**src/rtl/y86_seq_ctrl_if.sv**
```systemverilog
// Handshake and datapath-control bundle between the SEQ sequencer and its surroundings.
// The slave side is the sequencer. The master side is the fetch/execute/memory blocks, or a bench.
// The bundle holds no state and carries no flow control of its own.
interface y86_seq_ctrl_if;
  logic        start_i;
  logic        stop_i;
  logic [3:0]  icode_i;
  logic        instr_valid_i;
  logic        cnd_i;
  logic [63:0] valC_i;
  logic [63:0] valP_i;
  logic [63:0] valM_i;
  logic        mem_ready_i;
  logic        fetch_en_o;
  logic        decode_en_o;
  logic        exec_en_o;
  logic        mem_req_o;
  logic        mem_we_o;
  logic        wbE_en_o;
  logic        wbM_en_o;
  logic [63:0] pc_o;
  logic [1:0]  stat_o;
  logic        busy_o;
  logic        instr_done_o;

  modport slave (
    input  start_i, stop_i, icode_i, instr_valid_i, cnd_i,
    input  valC_i, valP_i, valM_i, mem_ready_i,
    output fetch_en_o, decode_en_o, exec_en_o, mem_req_o, mem_we_o,
    output wbE_en_o, wbM_en_o, pc_o, stat_o, busy_o, instr_done_o
  );

  modport master (
    output start_i, stop_i, icode_i, instr_valid_i, cnd_i,
    output valC_i, valP_i, valM_i, mem_ready_i,
    input  fetch_en_o, decode_en_o, exec_en_o, mem_req_o, mem_we_o,
    input  wbE_en_o, wbM_en_o, pc_o, stat_o, busy_o, instr_done_o
  );
endinterface

```
**src/rtl/y86_seq_ctrl.sv**
```systemverilog
// Y86-64 SEQ multi-cycle sequencer: one-hot stage enables, write-back enables, next PC and status.
// Latency: 5 cycles per instruction, plus N MEMORY cycles for instructions that access memory.
// Backpressure: MEMORY waits on mem_ready_i for up to MEM_TIMEOUT cycles, then faults with ADR.
module y86_seq_ctrl #(
  parameter logic [63:0] RESET_PC    = 64'h0,
  parameter int unsigned MEM_TIMEOUT = 16
) (
  input logic            clk_i,
  input logic            rst_i,
  y86_seq_ctrl_if.slave  bus
);

  localparam int unsigned   CW        = (MEM_TIMEOUT > 1) ? $clog2(MEM_TIMEOUT) : 1;
  localparam logic [CW-1:0] WAIT_LAST = CW'(MEM_TIMEOUT - 1);

  localparam logic [3:0] I_HALT   = 4'h1;
  localparam logic [3:0] I_RRMOV  = 4'h2;
  localparam logic [3:0] I_IRMOV  = 4'h3;
  localparam logic [3:0] I_RMMOV  = 4'h4;
  localparam logic [3:0] I_MRMOV  = 4'h5;
  localparam logic [3:0] I_ALU    = 4'h6;
  localparam logic [3:0] I_JXX    = 4'h7;
  localparam logic [3:0] I_CALL   = 4'h8;
  localparam logic [3:0] I_RET    = 4'h9;
  localparam logic [3:0] I_PUSH   = 4'hA;
  localparam logic [3:0] I_POP    = 4'hB;

  localparam logic [1:0] STAT_AOK = 2'd0;
  localparam logic [1:0] STAT_HLT = 2'd1;
  localparam logic [1:0] STAT_ADR = 2'd2;
  localparam logic [1:0] STAT_INS = 2'd3;

  typedef enum logic [3:0] {
    S_IDLE, S_FETCH, S_DECODE, S_EXEC, S_MEM, S_WB, S_PCUPD, S_HALTED, S_ERROR
  } state_e;

  state_e         state_q, state_d;
  logic [63:0]    pc_q, pc_d;
  logic [1:0]     stat_q, stat_d;
  logic [3:0]     icode_q, icode_d;
  logic           cnd_q, cnd_d;
  logic [CW-1:0]  wait_q, wait_d;

  // State, PC, status and per-instruction latches; reset is asynchronous.
  always_ff @(posedge clk_i or posedge rst_i) begin
    if (rst_i) begin
      state_q <= S_IDLE;
      pc_q    <= RESET_PC;
      stat_q  <= STAT_AOK;
      icode_q <= 4'h0;
      cnd_q   <= 1'b0;
      wait_q  <= '0;
    end else begin
      state_q <= state_d;
      pc_q    <= pc_d;
      stat_q  <= stat_d;
      icode_q <= icode_d;
      cnd_q   <= cnd_d;
      wait_q  <= wait_d;
    end
  end

  // Next-state, latch updates and PC selection; the wait counter is zero outside MEMORY.
  always_comb begin
    state_d = state_q;
    pc_d    = pc_q;
    stat_d  = stat_q;
    icode_d = icode_q;
    cnd_d   = cnd_q;
    wait_d  = '0;
    case (state_q)
      S_IDLE: begin
        if (bus.start_i) state_d = S_FETCH;
      end
      S_FETCH: begin
        icode_d = bus.icode_i;
        if (!bus.instr_valid_i) begin
          state_d = S_ERROR;
          stat_d  = STAT_INS;
        end else if (bus.icode_i == I_HALT) begin
          state_d = S_HALTED;
          stat_d  = STAT_HLT;
        end else begin
          state_d = S_DECODE;
        end
      end
      S_DECODE: state_d = S_EXEC;
      S_EXEC: begin
        cnd_d   = bus.cnd_i;
        state_d = (icode_q inside {I_RMMOV, I_MRMOV, I_CALL, I_RET, I_PUSH, I_POP}) ? S_MEM : S_WB;
      end
      S_MEM: begin
        if (bus.mem_ready_i) begin
          state_d = S_WB;
        end else if (wait_q == WAIT_LAST) begin
          state_d = S_ERROR;
          stat_d  = STAT_ADR;
        end else begin
          wait_d = wait_q + 1'b1;
        end
      end
      S_WB: state_d = S_PCUPD;
      S_PCUPD: begin
        case (icode_q)
          I_CALL:  pc_d = bus.valC_i;
          I_RET:   pc_d = bus.valM_i;
          I_JXX:   pc_d = cnd_q ? bus.valC_i : bus.valP_i;
          default: pc_d = bus.valP_i;
        endcase
        state_d = bus.stop_i ? S_IDLE : S_FETCH;
      end
      default: state_d = state_q;  // HALTED and ERROR hold until reset
    endcase
  end

  // Moore outputs decoded only from registered state, icode and condition.
  assign bus.fetch_en_o   = (state_q == S_FETCH);
  assign bus.decode_en_o  = (state_q == S_DECODE);
  assign bus.exec_en_o    = (state_q == S_EXEC);
  assign bus.mem_req_o    = (state_q == S_MEM);
  assign bus.mem_we_o     = (state_q == S_MEM) && (icode_q inside {I_RMMOV, I_CALL, I_PUSH});
  assign bus.wbE_en_o     = (state_q == S_WB) &&
                            ((icode_q inside {I_IRMOV, I_ALU, I_CALL, I_RET, I_PUSH, I_POP}) ||
                             ((icode_q == I_RRMOV) && cnd_q));
  assign bus.wbM_en_o     = (state_q == S_WB) && (icode_q inside {I_MRMOV, I_POP});
  assign bus.instr_done_o = (state_q == S_PCUPD);
  assign bus.busy_o       = (state_q inside {S_FETCH, S_DECODE, S_EXEC, S_MEM, S_WB, S_PCUPD});
  assign bus.pc_o         = pc_q;
  assign bus.stat_o       = stat_q;

endmodule

```
**src/flat_wrapper.sv**
```systemverilog
// flat-port wrapper written by rule: the top's interface ports become plain ports
module y86_seq_ctrl_flat 
#(
  parameter logic [63:0] RESET_PC    = 64'h0,
  parameter int unsigned MEM_TIMEOUT = 16
)
  (clk_i, rst_i, bus_start_i, bus_stop_i, bus_icode_i, bus_instr_valid_i, bus_cnd_i, bus_valC_i, bus_valP_i, bus_valM_i, bus_mem_ready_i, bus_fetch_en_o, bus_decode_en_o, bus_exec_en_o, bus_mem_req_o, bus_mem_we_o, bus_wbE_en_o, bus_wbM_en_o, bus_pc_o, bus_stat_o, bus_busy_o, bus_instr_done_o);
  y86_seq_ctrl_if bus_i ();
  input logic clk_i;
  input logic rst_i;
  input wire logic [$bits(bus_i.start_i)-1:0] bus_start_i;
  input wire logic [$bits(bus_i.stop_i)-1:0] bus_stop_i;
  input wire logic [$bits(bus_i.icode_i)-1:0] bus_icode_i;
  input wire logic [$bits(bus_i.instr_valid_i)-1:0] bus_instr_valid_i;
  input wire logic [$bits(bus_i.cnd_i)-1:0] bus_cnd_i;
  input wire logic [$bits(bus_i.valC_i)-1:0] bus_valC_i;
  input wire logic [$bits(bus_i.valP_i)-1:0] bus_valP_i;
  input wire logic [$bits(bus_i.valM_i)-1:0] bus_valM_i;
  input wire logic [$bits(bus_i.mem_ready_i)-1:0] bus_mem_ready_i;
  output wire logic [$bits(bus_i.fetch_en_o)-1:0] bus_fetch_en_o;
  output wire logic [$bits(bus_i.decode_en_o)-1:0] bus_decode_en_o;
  output wire logic [$bits(bus_i.exec_en_o)-1:0] bus_exec_en_o;
  output wire logic [$bits(bus_i.mem_req_o)-1:0] bus_mem_req_o;
  output wire logic [$bits(bus_i.mem_we_o)-1:0] bus_mem_we_o;
  output wire logic [$bits(bus_i.wbE_en_o)-1:0] bus_wbE_en_o;
  output wire logic [$bits(bus_i.wbM_en_o)-1:0] bus_wbM_en_o;
  output wire logic [$bits(bus_i.pc_o)-1:0] bus_pc_o;
  output wire logic [$bits(bus_i.stat_o)-1:0] bus_stat_o;
  output wire logic [$bits(bus_i.busy_o)-1:0] bus_busy_o;
  output wire logic [$bits(bus_i.instr_done_o)-1:0] bus_instr_done_o;
  assign bus_i.start_i = bus_start_i;
  assign bus_i.stop_i = bus_stop_i;
  assign bus_i.icode_i = bus_icode_i;
  assign bus_i.instr_valid_i = bus_instr_valid_i;
  assign bus_i.cnd_i = bus_cnd_i;
  assign bus_i.valC_i = bus_valC_i;
  assign bus_i.valP_i = bus_valP_i;
  assign bus_i.valM_i = bus_valM_i;
  assign bus_i.mem_ready_i = bus_mem_ready_i;
  assign bus_fetch_en_o = bus_i.fetch_en_o;
  assign bus_decode_en_o = bus_i.decode_en_o;
  assign bus_exec_en_o = bus_i.exec_en_o;
  assign bus_mem_req_o = bus_i.mem_req_o;
  assign bus_mem_we_o = bus_i.mem_we_o;
  assign bus_wbE_en_o = bus_i.wbE_en_o;
  assign bus_wbM_en_o = bus_i.wbM_en_o;
  assign bus_pc_o = bus_i.pc_o;
  assign bus_stat_o = bus_i.stat_o;
  assign bus_busy_o = bus_i.busy_o;
  assign bus_instr_done_o = bus_i.instr_done_o;
  y86_seq_ctrl #(.RESET_PC(RESET_PC), .MEM_TIMEOUT(MEM_TIMEOUT)) u_core (.clk_i(clk_i), .rst_i(rst_i), .bus(bus_i));
endmodule
```
**config.mk**
```make
export PLATFORM = sky130hd
export DESIGN_NAME = y86_seq_ctrl_flat
export DESIGN_NICKNAME = d
export VERILOG_FILES = /design/src/rtl/y86_seq_ctrl_if.sv /design/src/rtl/y86_seq_ctrl.sv /design/src/flat_wrapper.sv
export SDC_FILE = /design/constraint.sdc
export NUM_CORES = 1
export LEC_CHECK = 0
export CORE_MARGIN = 2
export CORE_UTILIZATION = 39
export CTS_CLUSTER_SIZE = 40
export DETAILED_ROUTE_END_ITERATION = 16
export PLACE_DENSITY = 0.87
export REMOVE_ABC_BUFFERS = 1
export SLEW_MARGIN = 20
export SYNTH_ARGS = -nofsm -noshare
export SYNTH_HDL_FRONTEND = slang
export SYNTH_SLANG_ARGS = --single-unit
```
**constraint.sdc**
```tcl
create_clock -name clk_i -period 5.9 [get_ports clk_i]
set_input_delay 0.59 -clock clk_i [delete_from_list [all_inputs] [get_ports clk_i]]
set_output_delay 0.59 -clock clk_i [all_outputs]
set_load 0.01 [all_outputs]
```
==> impl_metrics.json, run 1 <==
{
  "outcome": "finished clean",
  "ys_top_cells_by_area": "dfrtp_1 (48%), a221oi_1 (14%), a21oi_1 (8.2%), nor2_1 (6.6%), nand2_1 (6.3%)",
  "grt_pass1_vias": 4666,
  "timing.hold.ws_ps": 457,
  "die_y_um": 107,
  "core_area_um2": 10300,
  "htreeDepth": 3,
  "tightest_slew_ps": 981,
  "io_pins": 278,
  "numPlacedInstances": 833,
  "final_util_pct": 69.1,
  "dr.pass1.iters": 4,
  "ys_top_cells_by_count": "dfrtp_1 (79), nor2_1 (73), nand2_1 (70)",
  "critPathCaptureType": "output port",
  "vias": 4652,
  "clkLatencyLatePin_ps": 350,
  "yosysMostFrequentCell": "dfrtp_1",
  "hold_start": "u_core.wait_q[0]$_DFF_PP0_",
  "maxCapViolCount": 0,
  "reg2reg_slack_ps": 3340,
  "gp_congestion": 0.834,
  "fin_tns_setup_ps": 0,
  "vias_per_cell": 5.47,
  "ant_nets": 0,
  "area_delta_synth_final_pct": 72.0,
  "powerDensity_nw_per_um2": 157,
  "ys_ff_latch": 79,
  "max_freq_mhz": 272,
  "fin_crit_ps": 3680,
  "holdPathEnd": "u_core.wait_q[0]$_DFF_PP0_",
  "setup_viol": 0,
  "place_hpwl_um": 11000,
  "critPathMaxFanout": 65,
  "slowest_stage": "clkinv_2",
  "synth_flop_cell": "dfrtp_1",
  "grt_overflow": 0,
  "start_util_pct": 40.2,
  "drt_iter0_drc": 280,
  "final_hold_viol_count": 0,
  "synth-edff-count": 0,
  "r2r-start": "u_core.state_q[2]$_DFFE_PP0P_",
  "relSlewSlack_pct": 34.4,
  "rsz0062_at_grt": "false",
  "syn_area_um2": 4150,
  "synth_top_area_share_pct": 47.6,
  "finalNonFillerCells": 850,
  "port_buffers": 277,
  "cts_root_buf": "clkbuf_8",
  "hold_buffers": 0,
  "r2r-end": "u_core.bus.pc_o[63]$_DFFE_PP0N_",
  "clk_path_buf_depth": 2,
  "period_share_pct": 62.4,
  "grt_usage_pct": 25.1,
  "die_w_um": 107,
  "synthArstFlopShare_pct": 100,
  "yosysWarnings": 0,
  "path_cells": "and2b_2, nand3b_1, buf_4, clkinv_2, clkdlybuf4s50_1",
  "r2r_cells": 6,
  "nFillCells": 778,
  "cts_buffers": 9,
  "grt_pass1_wl_um": 22800,
  "antenna_found_initial": 0,
  "diodes": 0,
  "ys_seq_area_share_pct": 47.6,
  "cts.clk_slew.worst_paths_ps": 80,
  "grt_max_degree": 80,
  "postSynthAreaPerCell_um2": 9.10,
  "cts_tree": "done",
  "route.detailed.drc": 0,
  "cts.sinks": 79,
  "wl_per_cell_um": 17.5,
  "finClkSkew_ps": 12.8,
  "final-seq-area_um2": 1980,
  "drive_gt1_share_pct": 6.16,
  "cp.required_ps": 5310,
  "fin_nets": 913,
  "cts_resized": 0,
  "maxSlewViolCount": 0,
  "hp-class": "reg2reg",
  "ir_drop_v": 0.000126,
  "min_path_cells": 1,
  "arrival_ps": 3090,
  "cts_setup_buffers": 0,
  "start_kind": "flop",
  "yosys.area.top_type": "dfrtp_1",
  "dieArea_um2": 11500,
  "wirelength_um": 14900,
  "leakage_nw": 2.83,
  "max_stage_delay_ps": 760,
  "yosys.cell_types.count": 45,
  "rows": 37,
  "power_w": 0.00112,
  "syn_inst": 456,
  "worstSetupPathType": "reg2out",
  "multi_input_area_um2": 1920
}
-- kinds of logic (layout without fill, tap and decap cells) --
| kind of cell | Yosys count | after routing | synth area share [%] |
|---|---|---|---|
| flip-flops | 79 | 79 | 47.6 |
| adder cells (fa/ha/maj) | 1 | 1 | 0.302 |
| multiplexers | 7 | 7 | 1.96 |
| AND/OR/NAND/NOR | 171 | 171 | 17.8 |
| XOR/XNOR | 3 | 3 | 0.633 |
| AO/OA/AOI/OAI | 148 | 148 | 24.9 |
| buffers and inverters | 47 | 305 | 6.75 |
-- layout by cell type (no fill, tap or decap), types with 5 or more instances in the layout --
master / count
clkdlybuf4s50_1: 277
dfrtp_1: 79
nor2_1: 73
nand2_1: 70
a21oi_1: 68
a221oi_1: 64
clkbuf_8: 12
o21ai_0: 6
mux2_2: 5
nor3_1: 5
-- stage by stage --
step,worst slack [ps],cell area [um2]
3_3_place_gp,2670,6890
5_1_grt,2000,7140
3_5_place_dp,2590,6890
6_report,2220,7140
4_1_cts,2200,7100
2_1_floorplan,2120,3900
-- layout make-up --
cell class / instances / share of cell area, %
repair buffers: 282 / 39.7
flip-flops and latches: 79 / 27.7
multi-input cells: 330 / 26.9
well taps: 136 / 2.38
clock buffers: 13 / 2.37
clock inverters: 3 / 0.561
inverters: 7 / 0.473
-- worst max-delay path: cells and delay by family, from the launching register on --
family / cells / cell delay (ps)
buffers and inverters: 3 / 1810
DFF: 1 / 500
and+or+nand+nor: 2 / 380
-- power by group --
part	internal [W]	switching, W	total (W)	leakage (nW)
sequential	0.000541	0.000000345	0.000542	1.09
clock	0.000229	0.000194	0.000423	0.109
combinational	0.000121	0.0000346	0.000155	1.62
-- per-layer routing --
metal / vias to the layer above / routed length, um / global-route usage [%]
li1: 2162 / - / -
met1: 2232 / 5440 / 28.1
met2: 218 / 7840 / 45.1
met3: 40 / 1160 / 6.02
met4: 0 / 468 / 11.1
met5: - / 0 / 0
-- worst max path at each step --
stage                                              from               end  slack (ps)  cells past startpoint
after global placement    u_core.state_q[2]$_DFFE_PP0P_  bus_instr_done_o        2670                      5
after detailed placement  u_core.state_q[2]$_DFFE_PP0P_  bus_instr_done_o        2590                      5
after CTS                 u_core.state_q[2]$_DFFE_PP0P_  bus_instr_done_o        2200                      5
after global routing      u_core.state_q[3]$_DFFE_PP0P_  bus_instr_done_o        2000                      5
after floorplan           u_core.state_q[2]$_DFFE_PP0P_  bus_instr_done_o        2120                      3
final                     u_core.state_q[2]$_DFFE_PP0P_  bus_instr_done_o        2220                      5
-- state kept, by name, indices dropped and copies added (netlist names) --
name               cells
u_core.bus.pc_o       64
u_core.bus.stat_o      2
u_core.cnd_q           1
u_core.icode_q         4
u_core.state_q         4
u_core.wait_q          4
Power figures use the tool's default switching activity.
==> inputs of run 2 (changes only) <==
Settings changed: CORE_UTILIZATION 39 to 36, PLACE_DENSITY 0.87 to 0.81.
Clock period 5.9 ns to 3.76 ns, I/O delays scaled along.
==> run 2 against run 1 <==
Against the previous run: final cell count up 1.1%; hold slack better by 29 ps; global-route usage down 0.71 points; via count up 0.80%; sequential share of layout area down 0.71 points; sequential power up 57%; first-iteration DRC count up 27%; flip-flop and latch count unchanged.
==> impl_metrics.json, run 2 (synthesis gave the netlist of run 1 again) <==
{
  "cts_buffers": 9,
  "rsz0062_at_grt": "false",
  "dieArea_um2": 12400,
  "htreeDepth": 3,
  "port_buffers": 277,
  "maxCapViolCount": 0,
  "grt_pass1_wl_um": 24200,
  "arrival_ps": 2270,
  "slowest_stage": "clkdlybuf4s50_1",
  "grt_max_degree": 65,
  "clkPwrFrac_pct": 49.4,
  "clk_path_buf_depth": 2,
  "power_w": 0.00216,
  "grt_overflow": 0,
  "hold_start": "u_core.wait_q[0]$_DFF_PP0_",
  "vias_per_cell": 5.46,
  "io_pins": 278,
  "final_hold_viol_count": 0,
  "diodes": 0,
  "cts_root_buf": "clkbuf_16",
  "die_w_um": 111,
  "dpl_cell_area_um2": 6930,
  "gp_congestion": 0.895,
  "mostFrequentLayoutCell": "clkdlybuf4s50_1",
  "wirelength_um": 15600,
  "path_cells": "or4b_4, nor3_1, clkdlybuf4s50_1",
  "powerDensity_nw_per_um2": 295,
  "mostFrequentLayoutCells": "clkdlybuf4s50_1 (277), dfrtp_1 (79), nor2_1 (73)",
  "cts_setup_buffers": 0,
  "finClkSkew_ps": 6.89,
  "internal_power_w": 0.00175,
  "largest_reg_flops": 64,
  "critPathCaptureType": "output port",
  "r2r-start": "u_core.icode_q[3]$_DFFE_PP0P_",
  "area_delta_synth_final_pct": 76.5,
  "core_area_um2": 11300,
  "ir_drop_v": 0.000208,
  "cp-startpoint": "u_core.state_q[2]$_DFFE_PP0P_",
  "critPathTopFamily": "simple AND/OR/NAND/NOR gates",
  "final-seq-area_um2": 1980,
  "seqPwrFrac_pct": 39.4,
  "grt_usage_pct": 24.4,
  "outcome": "finished clean",
  "hp-class": "reg2reg",
  "route.detailed.drc": 0,
  "leakage_nw": 2.91,
  "crit_buf_inv": 1,
  "cts.clk_slew.worst_paths_ps": 60,
  "worstSetupPathType": "reg2out",
  "rows": 39,
  "relSlewSlack_pct": 46.6,
  "drt_iter0_drc": 356,
  "p_comb_share_pct": 11.2,
  "critPathMaxFanout": 12,
  "drive_gt1_share_pct": 6.56,
  "switching_share_pct": 18.9,
  "fin_crit_ps": 2640,
  "period_share_pct": 70.3,
  "switchingPower_w": 0.000408,
  "start_util_pct": 36.6,
  "maxSlewViolCount": 0,
  "ant_nets": 0,
  "tightest_slew_ps": 802,
  "fin_nets": 915,
  "nFillCells": 937,
  "max_freq_mhz": 379,
  "cp.required_ps": 3380,
  "vias": 4689,
  "dr.pass1.iters": 6,
  "start_kind": "flop",
  "setup_viol": 0,
  "grt_pass1_vias": 4605,
  "fin_tns_setup_ps": 0,
  "hold_buffers": 0,
  "multi_input_area_um2": 1920,
  "design_area_um2": 7320,
  "die_y_um": 111,
  "max_stage_delay_ps": 580,
  "place_hpwl_um": 11300,
  "cts_resized": 0,
  "antenna_found_initial": 0,
  "clkLatencyLatePin_ps": 330,
  "cts.sinks": 79,
  "wl_per_cell_um": 18.1,
  "cts_tree": "done"
}
## run 2: power by group through the flow
stage | logic [W] | clock network (W) | registers (W)
2_1_floorplan | 0.0000165 | 0 | 0.000867
3_3_place_gp | 0.000236 | 0 | 0.000867
3_5_place_dp | 0.000240 | 0 | 0.000867
4_1_cts | 0.000241 | 0.00108 | 0.000851
5_1_grt | 0.000255 | 0.00112 | 0.000851
6_report | 0.000241 | 0.00107 | 0.000851
## run 2: final timing paths
| check | end | slack, ps | depth (start not counted) |
|---|---|---|---|
| min in group asynchronous | u_core.bus.pc_o[11]$_DFFE_PP0N_ | 560 | 2 |
| max in group asynchronous | u_core.bus.pc_o[44]$_DFFE_PP0N_ | 2430 | 3 |
| setup reg to reg | u_core.bus.pc_o[54]$_DFFE_PP0N_ | 1400 | 5 |
| hold / removal | u_core.wait_q[0]$_DFF_PP0_ | 490 | 1 |
| hold reg to reg | u_core.wait_q[0]$_DFF_PP0_ | 490 | 1 |
| setup / recovery | bus_mem_we_o | 1120 | 3 |
## run 2: worst register-to-register path, delay by kind of cell, from the launching register on
kind                   cells  cell delay (ps)
DFF                        1              500
buffers and inverters      1              470
AOI/OAI and AO/OA          2              360
and+or+nand+nor            2              940
## run 2: area by class of cell
cell class / instances / area share, %
Timing Repair Buffer: 284 / 39.0
Sequential cell: 79 / 27.0
Multi-Input combinational cell: 330 / 26.2
Clock buffer: 9 / 3.08
Tap cell: 143 / 2.44
Clock inverter: 7 / 1.85
Inverter: 7 / 0.461
## run 2: stage by stage
| stage | util [%] | hold slack [ps] | std cells | setup WS (ps) |
|---|---|---|---|---|
| after floorplan | - | 430 | 416 | 198 |
| after global routing | 64.7 | 515 | 859 | 1010 |
| final | 64.7 | 486 | 859 | 1120 |
| after detailed placement | 61.3 | 483 | 842 | 1400 |
| after global placement | 61.2 | 444 | 842 | 1520 |
| after CTS | 64.4 | 491 | 858 | 1100 |
## run 2: per-layer routing
| metal | vias to the layer above | track usage, % | wire length (um) |
|---|---|---|---|
| met5 | - | 0 | 0 |
| met4 | 0 | 8.56 | 323 |
| met3 | 28 | 6.70 | 1500 |
| met2 | 270 | 42.4 | 7940 |
| met1 | 2222 | 29.3 | 5810 |
| li1 | 2169 | - | - |
